<file path="src/rtl/shift_add_multiplier.sv">
`default_nettype none
// ============================================================================
// Module   : shift_add_multiplier
// Purpose  : Multi-cycle unsigned shift-and-add multiplier. It reuses the
//            external 2*WIDTH-bit ripple adder for every partial-product
//            accumulation, one multiplier bit per cycle.
// Ports    : clk, rst       - clock, synchronous active-high reset
//            start          - request, accepted while ready=1
//            mcand, mplier  - unsigned operands, captured on accepted start
//            ready          - high in IDLE and DONE
//            done           - one-cycle pulse, product valid
//            product        - 2*WIDTH result, held until next accepted start
//            add_a, add_b   - operands to the external adder
//            add_c_in       - adder carry-in, tied to 0
//            add_sum        - combinational sum returned by the adder
// Revision : 1.0 - initial release
// ============================================================================
module shift_add_multiplier #(
  parameter int WIDTH = 32
) (
  input  logic                 clk,
  input  logic                 rst,
  input  logic                 start,
  input  logic [WIDTH-1:0]     mcand,
  input  logic [WIDTH-1:0]     mplier,
  output logic                 ready,
  output logic                 done,
  output logic [2*WIDTH-1:0]   product,
  output logic [2*WIDTH-1:0]   add_a,
  output logic [2*WIDTH-1:0]   add_b,
  output logic                 add_c_in,
  input  logic [2*WIDTH-1:0]   add_sum
);

  localparam int CNT_W = (WIDTH > 1) ? $clog2(WIDTH) : 1;
  localparam logic [CNT_W-1:0] C_LAST = CNT_W'(WIDTH - 1);

  typedef enum logic [1:0] {
    S_IDLE = 2'd0,
    S_RUN  = 2'd1,
    S_DONE = 2'd2
  } state_t;

  state_t               state_q,   state_d;
  logic [2*WIDTH-1:0]   acc_q,     acc_d;
  logic [2*WIDTH-1:0]   mc_sh_q,   mc_sh_d;
  logic [WIDTH-1:0]     mp_sh_q,   mp_sh_d;
  logic [CNT_W-1:0]     cnt_q,     cnt_d;
  logic [2*WIDTH-1:0]   product_q, product_d;
  logic                 ready_q,   ready_d;
  logic                 done_q,    done_d;

  // Adder operands come straight from registers so the only long path is
  // acc -> external carry chain -> add_sum -> acc.
  assign add_a    = acc_q;
  assign add_b    = (state_q == S_RUN && mp_sh_q[0]) ? mc_sh_q : '0;
  assign add_c_in = 1'b0;

  assign ready   = ready_q;
  assign done    = done_q;
  assign product = product_q;

  always_comb begin
    state_d   = state_q;
    acc_d     = acc_q;
    mc_sh_d   = mc_sh_q;
    mp_sh_d   = mp_sh_q;
    cnt_d     = cnt_q;
    product_d = product_q;

    case (state_q)
      S_IDLE, S_DONE: begin
        // DONE accepts a new start directly for back-to-back throughput.
        if (start) begin
          acc_d   = '0;
          mc_sh_d = {{WIDTH{1'b0}}, mcand};
          mp_sh_d = mplier;
          cnt_d   = '0;
          state_d = S_RUN;
        end else begin
          state_d = S_IDLE;
        end
      end
      S_RUN: begin
        acc_d   = add_sum;
        mc_sh_d = mc_sh_q << 1;
        mp_sh_d = mp_sh_q >> 1;
        cnt_d   = cnt_q + CNT_W'(1);
        if (cnt_q == C_LAST) begin
          product_d = add_sum;
          cnt_d     = '0;
          state_d   = S_DONE;
        end
      end
      default: state_d = S_IDLE;
    endcase

    // Status outputs are registered from the next state.
    ready_d = (state_d != S_RUN);
    done_d  = (state_d == S_DONE);
  end

  always_ff @(posedge clk) begin
    if (rst) begin
      state_q   <= S_IDLE;
      acc_q     <= '0;
      mc_sh_q   <= '0;
      mp_sh_q   <= '0;
      cnt_q     <= '0;
      product_q <= '0;
      ready_q   <= 1'b1;
      done_q    <= 1'b0;
    end else begin
      state_q   <= state_d;
      acc_q     <= acc_d;
      mc_sh_q   <= mc_sh_d;
      mp_sh_q   <= mp_sh_d;
      cnt_q     <= cnt_d;
      product_q <= product_d;
      ready_q   <= ready_d;
      done_q    <= done_d;
    end
  end

endmodule
`default_nettype wire

</file>
<file path="config.mk">
export PLATFORM = sky130hd
export DESIGN_NAME = shift_add_multiplier
export DESIGN_NICKNAME = d
export VERILOG_FILES = /design/src/rtl/shift_add_multiplier.sv
export SDC_FILE = /design/constraint.sdc
export NUM_CORES = 1
export LEC_CHECK = 0
export BUFFER_PORTS_ARGS = -buffer_cell sky130_fd_sc_hd__buf_4
export CELL_PAD_IN_SITES_DETAIL_PLACEMENT = 0
export CELL_PAD_IN_SITES_GLOBAL_PLACEMENT = 1
export CORE_ASPECT_RATIO = 1.5
export CORE_MARGIN = 8
export CORE_UTILIZATION = 32
export DETAILED_ROUTE_END_ITERATION = 7
export PLACE_DENSITY = 0.77
export SETUP_SLACK_MARGIN = 0.4
export SYNTH_ARGS = -nofsm -noshare
export SYNTH_HDL_FRONTEND = slang
export SYNTH_SLANG_ARGS = --single-unit
</file>
<file path="constraint.sdc">
create_clock -name clk -period 1.58 [get_ports clk]
set_input_delay 0.237 -clock clk [delete_from_list [all_inputs] [get_ports clk]]
set_output_delay 0.237 -clock clk [all_outputs]
set_load 0.005 [all_outputs]
</file>
* Word-level counts from Yosys, hierarchy flattened *
Cells that the tools add are included.

operators by class
  add/sub/neg operators = 1
  $mul = 0
  divide/modulo/power cells = 0
  order comparisons = 0
  equal/unequal tests = 6
  shift operators = 0
  multiplexer cells = 13
  bitwise operators = 0
  reductions and logical operators = 6

operators by type and width
  cell                 count
  $pmux 64 s2          2
  $mux 64              3
  $pmux 32 s2          1
  $mux 32              1
  $mux 5               2
  $pmux 5 s2           1
  $add 5x1->5 const B  1
  $eq 5x5->1 const B   1
  $eq 2x2->1 const B   2
  $pmux 2 s2           1
  $reduce_and 2->1     2
  $eq 2x1->1 const B   1
  $logic_not 2->1      1
  $mux 2               1
  $ne 2x1->1 const B   1
  $ne 2x2->1 const B   1
  $reduce_bool 2->1    1
  $reduce_or 2->1      1
  $logic_and 1x1->1    1
  $mux 1               1

word-level totals
  flip-flop bits (word level) = 233
  bits in latches = 0
  RAM bits = 0
  ROM bits = 0
  input port bits = 131
  output and inout port bits = 195
  word-level logic and storage cells = 34
  memories kept = 0

* Logic depth before layout (Yosys ltp) *
Gate-level depths: netlist of the first run.

  depth after elaboration = 4
  gate-level depth with buffers = 7
  gate-level depth less buffers = 6

* Least setup slack after synthesis of the first run *
OpenSTA, ideal clock, no wires.

  kind = register to register
  start point = reg cnt_q[0]
  end point = reg product_q[10] (netlist: product[10])
  arrival = 1.555 ns
  data required time = 1.463 ns
  setup slack = -0.092 ns
  cell stages (with the launch flop) = 8
  path buffers = 2
  period minus slack after synthesis = 1.672 ns
  path through = dfxtp_1 ha_1 and3_1 ha_1 nor3b_2 buf_4 buf_6 a22o_1

between the ends
  longest elaborated chain between the ends = 2

ends and longest elaborated chain
  item                        line  RTL
  start, declared             48    logic [CNT_W-1:0] cnt_q, cnt_d;
  start signal, assigned      118   cnt_q <= cnt_d;
  $eq 5x5->1                  89    if (cnt_q == C_LAST) begin
  $reduce_and 2->1 (no line)  -
  end signal, assigned        119   product_q <= product_d;
  end, declared               49    logic [2*WIDTH-1:0] product_q, product_d;

No other way between the ends.
A chain may end at the register's enable or synchronous reset.

* Final worst setup path of the first run *
  start point = reg state_q[0]
  end point = out add_b[60]

between the ends
  longest elaborated chain between the ends = 3

ends and longest elaborated chain
  item                    line  RTL
  start, declared         44    state_t state_q, state_d;
  start signal, assigned  114   state_q <= state_d;
  $eq 2x1->1              56    assign add_b = (state_q == S_RUN && mp_sh_q[0]) ? mc_sh_q : '0;
  $logic_and 1x1->1       56
  $mux 64                 56
  end, declared           30    output logic [2*WIDTH-1:0] add_b,

No other way between the ends.

==> summary.md, run 1 <==
| Metric | Value |
|---|---|
| Dpl hpwl | 21600 um |
| DRC viols | 0 |
| First-pass GRT wire length | 66800 um |
| Worst-path clk slew | 0.06 ns |
| Most frequent cells in the layout | 318 x buf_4, 227 x dfxtp_1, 138 x nand2_1 |
| Num CTS Buffers | 25 |
| Vias in the first global route | 10900 |
| Multiplexer share of the synthesized area | 0% |
| Largest net degree at the start of global routing | 91 |
| Worst-Margin Slew | 0.623 ns |
| Tot Pwr | 16.3 mW |
| Critical path launch point type | register |
| Syn Inst Count | 1012 |
| HP Class | input pin to register |
| Crit. End Element | primary output |
| Slew Viols, Final | 0 |
| CTS tree | built |
| Max_cap viols | 0 |
| Register area | 4680 um2 |
| Maximum clock rate | 506 MHz |
| Finish-stage setup viols | 148 |
| Synth warnings | 0 |
| Drt pass-1 iters | 5 |
| Final worst slack | -0.397 ns |
| I/O pin cnt | 326 |
| CP Data Required Time | 1.34 ns |
| Critical hold path startpoint | mplier[20] |
| Die extent in y | 220 um |
| Rel. slew slack | 58.5% |
| Share of layout cells above drive strength 1 | 58.3% |
| Post-synthesis compound-gate area fraction | 19.9% |
| Crit path from | state_q[0] |
| Sink Count | 233 |
| Final #Nets | 1703 |
| Leak | 7.95 nW |
| WS Path Type | register to primary output |
| Seq cells post-synth | 233 |
| Filler instances | 1752 |
| Synthesis-to-finish area growth | 119% |
| Yosys cell types | 31 |
| Post-Synth Simple-Gate Area | 21.2% |
| GRT overflow | 0 |
| Initial DRC Count | 603 |
| Antenna violations before repair | 2 |
| Final hold violations | 0 |
| Post-synthesis adder-cell area fraction | 0.281% |
| Syn nets | 1145 |
| Most common cell after layout, fill and taps aside | buf_4 |
| Worst-skew pair later-pin latency | 0.54 ns |
| Clock Tree Buf Depth | 3 |
| Final ANT Viol Nets | 0 |
| Ranking of synthesized cells by area | dfxtp_1 52%, nand3_1 7.4%, a21oi_1 7.4% |
| Worst VDD drop | 935 uV |
| Crit-path max FO | 8 |
| Violated checks | negative setup slack |
| Core Area | 27300 um2 |
| Top_reg_cell synth | dfxtp_1 |
| Area leader, netlist | dfxtp_1 |
| Dpl cells | 1610 |
| Num rows | 74 |
| Vias per inst | 5.47 |
| Die area | 33500 um2 |
| Port bufs | 324 |
| Root Buffer | clkbuf_16 |
| Multi-input logic area | 5880 um2 |
| Cell Pwr Density | 836 nW/um2 |
| Die width | 152 um |
| H-Tree Depth | 1 |
| Netlist area before placement | 8890 um2 |
| Post-synth EDFFs | 0 |
| Tcrit/Tclk final | 125% |
| Tot GR Track Use | 25.4% |
| Vias | 10600 |
| Clock Skew | 0.0174 ns |
| Largest family of logic cells by synthesized area | simple AND/OR/NAND/NOR gates |
| Avg Inst Size Synth | 8.78 um2 |
| Avg WL per Cell | 24.0 um |
| Initial Util | 32.5% |
| Post-synth ARST share | 0% |
| Final Util | 71.4% |
| Status | complete, but fails checks |
| Final Wtd Congestion | 0.792 |
| Synth top area share | 52.5% |
| R2R Path Start | state_q[0] |
| Xor-xnor portion of the synthesized cell area | 0.0985% |
| Fin crit period | 1.98 ns |
| Arrival time worst endpoint | 1.74 ns |
| Post-synthesis sequential area ratio | 52.5% |
| Finished Layout Cells | 1931 |
| Flop2flop setup slack | -0.23 ns |
| RSZ-0062 raised after global routing | true |
| Post-Route WL | 46300 um |
path summary, 6_finish.rpt:
check,to,cells after the start
hold / removal,mp_sh_q[20],3
setup reg to reg,product[33],10
hold reg to reg,mc_sh_q[32],2
setup / recovery,add_b[60],6
synthesized netlist by cell type, drive strengths merged (3+ instances only):
cell,number
a22o,64
and3,65
dfxtp,233
nand2,162
clkbuf,51
a22oi,31
nand2b,3
buf,58
nor2b,3
nor2,32
a21oi,132
a311oi,31
nand3,132
sequential cells by signal, indices dropped and copies added (netlist names):
register,count
state_q,2
add_a,64
mc_sh_q,64
product,64
cnt_q,5
mp_sh_q,32
done,1
ready,1
timing repair:
action,CTS,global route
hold endpoints to repair,177,0
gates resized for setup,372,265
cloned,72,3
pin swaps,194,125
endpoints found under the setup margin,427,427
hold buffers,113,0
buffers inserted,73,14
layer usage:
| layer | wire length [um] | share of wire [%] | vias up | GRT usage (%) |
|---|---|---|---|---|
| met5 | 0 | 0 | - | 0 |
| met2 | 24700 | 53 | 416 | 48.0 |
| met3 | 2370 | 5.1 | 131 | 4.00 |
| li1 | - | - | 4784 | - |
| met4 | 2310 | 5.0 | 0 | 12.1 |
| met1 | 16900 | 36 | 5233 | 27.5 |
worst max-delay path, stage by stage (launching register included):
cell and delay, ns:
dfxtp_2 0.33, nor2b_4 0.17, buf_6 0.12, buf_12 0.13
buf_16 0.13, and3_1 0.19, buf_4 0.13
cell families (layout without fill, tap and decap cells):
family	after synthesis	after routing
AOI/OAI and AO/OA	263	263
xor gates and xnor gates	1	1
adders and majority gates	2	2
buffers and inverters	109	683
DFF	233	233
other	1	3
and+or+nand+nor	403	404
area by class of cell:
cell class	instances	share of cell area [%]
clock inverters	10	0.436
repair buffers	639	39.6
well taps	342	2.19
multi-input cells	671	30.2
clock buffers	34	3.64
flip-flops and latches	233	24.0
diodes	2	0.0256
through the flow:
stage / hold WS (ns) / setup TNS [ns] / worst slack (ns) / cell area [um2]
after floorplan: 0.358 / 0 / 0.0317 / 9050
after global placement: 0.450 / 0 / 0.0449 / 11800
after detailed placement: 0.458 / 0 / 0.00691 / 11800
after CTS: 0.000315 / -33.37 / -0.377 / 18000
after global routing: 0.0190 / -44.35 / -0.464 / 19500
final: 0.0134 / -35.21 / -0.397 / 19500
where the power goes:
part           total [mW]  internal, mW  switching (mW)
Clock                5.80          3.30            2.50
Combinational        4.18          2.33            1.86
Sequential           6.33          6.10           0.223
Power figures use the tool's default switching activity.
==> run 2: changes to the inputs <==
ABC_AREA = 1   (was unset)
CORE_UTILIZATION = 31   (was 32)
PLACE_DENSITY = 0.78   (was 0.77)
==> summary.md, run 2 <==
| Metric | Value |
|---|---|
| Syn nets | 1437 (+26%) |
| Pint | 10.7 mW (-8.6%) |
| Synthesis-to-finish area growth | 62.9% |
| Sequential power share | 43.4% (+4.6 points) |
| Vias in the first global route | 9933 (-8.5%) |
| Sw power | 3.73 mW (-18%) |
| CTS tree | built |
| GRT overflow | 0 (unchanged) |
| Tcrit/Tclk final | 124% (-1.6 points) |
| Tot Pwr | 14.4 mW (-11%) |
| HP Class | input pin to register |
| Die extent in y | 227 um (+3.2%) |
| Syn Inst Count | 1304 (+29%) |
| Max_cap viols | 0 (unchanged) |
| Area leader, netlist | dfxtp_1 |
| Top_reg_cell synth | dfxtp_1 |
| Violated checks | negative setup slack |
| Critical hold path startpoint | mcand[27] |
| Hold Path End | mc_sh_q[27] |
| Final #Nets | 1877 (+10%) |
| Tot GR Track Use | 18.4% (-7.0 points) |
| Post-synth EDFFs | 0 (unchanged) |
| Ranking of synthesized cells by area | dfxtp_1 51%, nand2_1 17%, nand3_1 8.9% |
| Finished Layout Cells | 2156 (+12%) |
| Most common cell after layout, fill and taps aside | nand2_1 |
| Avg WL per Cell | 16.5 um (-31%) |
| WS Path Type | register to primary output |
| Worst R2R End | product[34] |
| Flop2flop setup slack | -0.24 ns (about the same) |
| Dpl hpwl | 23000 um (+6.3%) |
| Initial DRC Count | 567 (-6.0%) |
| Leak | 6.90 nW (-13%) |
| Post-Route WL | 35500 um (-23%) |
| Most frequent cell after synthesis | nand2_1 |
| Die area | 35600 um2 (+6.4%) |
| Num rows | 77 (+4.1%) |
| First-pass GRT wire length | 52800 um (-21%) |
| Fin crit period | 1.95 ns (-0.0250 ns) |
| Placement Cell Area | 12300 um2 (+3.7%) |
| Inserted Diodes | 0 (-2) |
| Vias | 10100 (-4.6%) |
| Num CTS Buffers | 24 (-4.0%) |
| Core Area | 29400 um2 (+7.6%) |
| Finished Cell Area | 15000 um2 (-23%) |
| Clock share of power | 40.8% (+5.2 points) |
| Cell Pwr Density | 962 nW/um2 (+15%) |
| Arrival time worst endpoint | 1.72 ns (-0.02 ns) |
| Final hold violations | 0 (unchanged) |
| DRC viols | 0 (unchanged) |
| Post-synth ARST share | 0% (unchanged) |
| Share of layout cells above drive strength 1 | 28.9% (-29 points) |
| Part of the power in combinational logic | 15.8% (-9.8 points) |
| Clock Tree Buf Depth | 3 (unchanged) |
| Pre-CTS setup slack | 0.0475 ns (+0.0406 ns) |
| Sink Count | 233 (unchanged) |
| Hold Slack | 0.0245 ns (+0.0111 ns) |
| I/O pin cnt | 326 (unchanged) |
| Dpl cells | 1976 (+23%) |
| Switching part of the total | 25.8% (-2.2 points) |
| Synth warnings | 0 (unchanged) |
| Maximum clock rate | 512 MHz (+1.3%) |
| Finish-stage setup viols | 128 (-14%) |
| Crit. End Element | primary output |
| Vias per inst | 4.68 (-15%) |
| Hold Path Cell Cnt | 5 (+2) |
| Initial Util | 31.4% (-1.2 points) |
| Worst-path clk slew | 0.06 ns (about the same) |
| RSZ-0062 raised after global routing | true |
| Slew Viols, Final | 0 (unchanged) |
| Critical path launch point type | register |
| Final worst slack | -0.372 ns (+0.0250 ns) |
| Worst VDD drop | 714 uV (-24%) |
| Drt pass-1 iters | 5 (unchanged) |
| Port bufs | 324 (unchanged) |
| Antenna violations before repair | 1 (-1) |
| Die width | 157 um (+3.1%) |
| R2R Path Start | state_q[0] |
| Most frequent cells in the layout | 411 x nand2_1, 363 x buf_4, 229 x dfxtp_1 |
| Status | complete, but fails checks |
| Post-synthesis sequential area ratio | 50.6% (-1.9 points) |
| Crit-path max FO | 11 (+3) |
| Seq cells post-synth | 233 (unchanged) |
| Netlist area before placement | 9220 um2 (+3.7%) |
| Root Buffer | clkbuf_16 |
| Final Wtd Congestion | 0.806 (+1.7%) |
| Largest net degree at the start of global routing | 91 (unchanged) |
| Final ANT Viol Nets | 0 (unchanged) |
| H-Tree Depth | 1 (unchanged) |
| CP Data Required Time | 1.34 ns (about the same) |
| Avg Inst Size Synth | 7.07 um2 (-20%) |
| Synth cell count leaders | 428 x nand2_1, 233 x dfxtp_1, 167 x nor2_1, 164 x nand3_1, 102 x a21oi_1 |
| Clock Skew | 0.00997 ns (-0.00743 ns) |
| Worst-skew pair later-pin latency | 0.52 ns (-0.02 ns) |
| Synth top area share | 50.6% (-1.9 points) |
| Reg2reg path depth | 14 (+4) |
| Yosys cell types | 16 (-48%) |
==> run 2: worst max path at each step <==
stage / start / to / slack (ns) / cells after the start
2_1_floorplan: cnt_q[1] / product[13] / 0.17 / 9
5_1_grt: state_q[0] / add_b[22] / -0.46 / 7
3_5_place_dp: cnt_q[1] / product[48] / 0.05 / 8
3_3_place_gp: cnt_q[1] / product[61] / 0.09 / 8
4_1_cts: state_q[0] / add_b[62] / -0.40 / 7
6_report: state_q[0] / add_b[22] / -0.37 / 7
==> run 2: through the flow <==
stage,setup TNS (ns),util (%)
final,-33.52,51.1
after global routing,-44.91,51.1
after CTS,-26.26,49.5
after detailed placement,0,41.8
after global placement,0,41.8
after floorplan,0,-
==> run 2: layout make-up <==
cell class	instances	area, um2
flip-flops and latches	233	4670
inverters	41	164
clock buffers	36	727
fillers	2862	14400
clock inverters	7	85.1
multi-input cells	929	4220
well taps	395	494
repair buffers	515	4660
==> run 2: metal layers <==
| metal | vias up | global-route usage (%) | routed length [um] |
|---|---|---|---|
| li1 | 5042 | - | - |
| met1 | 4706 | 20.0 | 13500 |
| met2 | 263 | 33.4 | 18300 |
| met3 | 69 | 4.31 | 2300 |
| met4 | 2 | 8.09 | 1350 |
| met5 | - | 0 | 8 |
==> run 2: power by group through the flow <==
stage                     combinational (mW)  sequential, mW  clock, mW
after floorplan                         1.01            6.37          0
after global placement                  1.82            6.38          0
after detailed placement                1.83            6.39          0
after CTS                               2.18            6.26       6.07
after global routing                    2.51            6.29       6.26
final                                   2.28            6.27       5.90
==> run 2: critical path: stages, from the launching register on <==
cell,delay (ns)
dfxtp_2,0.35
inv_4,0.04
nor2_4,0.12
buf_4,0.17
buf_8,0.15
nand2_1,0.08
nor2_2,0.14
buf_4,0.13
==> run 2: kinds of logic (layout without fill, tap and decap cells) <==
logic type      count (synthesis)  after routing  share of synthesized area, %
simple gates                  791            791                          34.9
fa+ha+maj                       2              2                         0.271
buf+inv                       142            599                          6.88
compound gates                135            135                          7.33
other cells                     1              1                        0.0407
flops                         233            233                          50.6
==> run 2: repair_timing <==
item,4_1_cts,5_1_grt
hold buffers,104,0
cloned,4,7
pin swaps,4,6
resized for setup,43,63
setup buffers,15,7
hold endpoints to repair,167,0
endpoints found under the setup margin,426,427
==> run 3: changes to the inputs <==
CORE_UTILIZATION = 37   (was 31)
PLACE_DENSITY = 0.87   (was 0.78)
clock period = 2.25 ns   (was 1.58 ns; I/O delays follow)
==> summary.md, run 3 (same netlist as run 2, synthesis figures left out) <==
| Metric | Value |
|---|---|
| Most frequent cells in the layout | 402 x nand2_1, 332 x buf_4, 231 x dfxtp_1 |
| Synthesis-to-finish area growth | 43.5% |
| Vias | 9399 (-6.8%) |
| Final #Nets | 1723 (-8.2%) |
| Finish-stage setup viols | 0 (-100%) |
| Inserted Diodes | 0 (unchanged) |
| Num CTS Buffers | 23 (-4.2%) |
| Final Util | 53.4% (+2.3 points) |
| Hold bufs inserted after CTS | 0 (-100%) |
| Clock Skew | 0.0113 ns (+0.00136 ns) |
| Die extent in y | 209 um (-7.9%) |
| Finished Cell Area | 13200 um2 (-12%) |
| Max_cap viols | 0 (unchanged) |
| Slew Viols, Final | 0 (unchanged) |
| Tcrit/Tclk final | 88.5% |
| Final hold violations | 0 (unchanged) |
| Worst R2R End | product[31] |
| RSZ-0062 raised after global routing | true |
| Crit. End Element | primary output |
| Critical Path Sink | add_b[46] |
| Die area | 30300 um2 (-15%) |
| I/O pin cnt | 326 (unchanged) |
| Core Area | 24800 um2 (-16%) |
| Most common cell after layout, fill and taps aside | nand2_1 |
| HP Class | input pin to register |
| Critical path launch point type | register |
| Fin crit period | 1.99 ns |
| Antenna violations before repair | 0 (-1) |
| Tot GR Track Use | 20.0% (+1.6 points) |
| Maximum clock rate | 502 MHz |
| Initial DRC Count | 542 (-4.4%) |
| Sink Count | 233 (unchanged) |
| Sum of negative setup slack | 0 ns (+33.52 ns) |
| Dpl hpwl | 20300 um (-12%) |
| Crit path from | state_q[0] |
| Clock Tree Buf Depth | 3 (unchanged) |
| Num rows | 71 (-7.8%) |
| Crit-path max FO | 6 (-5) |
| First-pass GRT wire length | 48600 um (-8.0%) |
| Post-Route WL | 32100 um (-9.5%) |
| Status | completed |
| Share of layout cells above drive strength 1 | 28.3% (-0.60 points) |
| H-Tree Depth | 1 (unchanged) |
| Final Wtd Congestion | 0.778 (-3.5%) |
| Leak | 6.17 nW (-11%) |
| Final ANT Viol Nets | 0 (unchanged) |
| Cell Pwr Density | 716 nW/um2 (-26%) |
| CTS tree | built |
| Vias per inst | 4.86 (+4.0%) |
| R2R Path Start | state_q[0] |
| Vias in the first global route | 8746 (-12%) |
| GRT overflow | 0 (unchanged) |
| Worst-skew pair later-pin latency | 0.50 ns (-0.02 ns) |
| Largest net degree at the start of global routing | 82 (-9.9%) |
| CP Data Required Time | 1.91 ns (+0.57 ns) |
| Worst VDD drop | 479 uV (-33%) |
| Die width | 145 um (-7.6%) |
| Drt pass-1 iters | 5 (unchanged) |
| WS Path Type | register to primary output |
| Reg2reg path depth | 11 (-3) |
| Avg WL per Cell | 16.6 um (+0.95%) |
| Arrival time worst endpoint | 1.65 ns (-0.07 ns) |
| Root Buffer | clkbuf_16 |
| DRC viols | 0 (unchanged) |
| Placement Cell Area | 11800 um2 (-3.7%) |
| Flop2flop setup slack | 0.50 ns (+0.74 ns) |
| Worst-path clk slew | 0.06 ns (about the same) |
| Initial Util | 37.2% (+5.8 points) |
| Port bufs | 324 (unchanged) |
| Tot Pwr | 9.47 mW (-34%) |
[run 3: changes by cell type in the layout (fill, tap and decap cells not counted), moves of 6 or more]
cell,before,now
buf_4,363,332
buf_6,17,5
clkbuf_16,31,25
dlygate4sd3_1,104,0
nand2_1,411,402
nand2_2,7,14
nand3_1,157,164
nor2_1,150,139
nor2_2,9,23
[run 3: stage by stage]
step / instances / worst slack, ns / hold slack [ns]
floorplan: 1304 / 0.662 / 0.442
global placement: 1869 / 0.394 / 0.430
detailed placement: 1869 / 0.342 / 0.433
CTS: 1926 / 0.211 / 0.0218
global route: 1932 / 0.153 / 0.0238
finish: 1932 / 0.258 / 0.0427
[run 3: worst min path at each step]
| stage | slack [ns] | end | depth (start not counted) | from |
|---|---|---|---|---|
| floorplan | 0.44 | product[0] | 2 | product[0] |
| global placement | 0.43 | product[19] | 2 | product[19] |
| detailed placement | 0.43 | product[5] | 2 | product[5] |
| CTS | 0.02 | product[16] | 3 | add_sum[16] |
| global route | 0.02 | product[5] | 3 | add_sum[5] |
| finish | 0.04 | product[20] | 3 | add_sum[20] |
[run 3: repair_timing]
action,in CTS,in global routing
gates resized for setup,31,56
gates cloned,9,3
pin swaps,3,21
setup endpoints to repair,128,153
buffers inserted,9,3
[run 3: worst max-delay path, cell delays in order, from the launching register on]
cell and delay [ns]:
dfxtp_2 0.33, inv_2 0.05, nor2_4 0.09, buf_12 0.16, buf_12 0.12, clkbuf_16 0.14, nand2_1 0.06, nor2_1 0.09
buf_4 0.12
[run 3: routing by layer]
| layer | routed length (um) | track usage [%] |
|---|---|---|
| met1 | 12500 | 23.6 |
| met4 | 875 | 6.81 |
| met5 | 0 | 0 |
| met2 | 16300 | 35.1 |
| met3 | 2400 | 3.57 |
[run 3: power breakdown]
group | internal (mW) | leakage (nW) | total [mW] | switching, mW
Sequential | 4.32 | 1.90 | 4.41 | 0.0918
Combinational | 0.598 | 3.93 | 1.37 | 0.776
Clock | 2.13 | 0.345 | 3.69 | 1.56
Total | 7.04 | 6.17 | 9.47 | 2.43
[run 3: area by class of cell]
| class | count | area (um2) |
|---|---|---|
| fill | 2397 | 11600 |
| sequential | 233 | 4670 |
| multi-input combinational | 929 | 4140 |
| timing repair buffer | 362 | 3150 |
| clock buffer | 36 | 664 |
| tap | 328 | 410 |
| inverter | 41 | 164 |
| clock inverter | 3 | 40.0 |
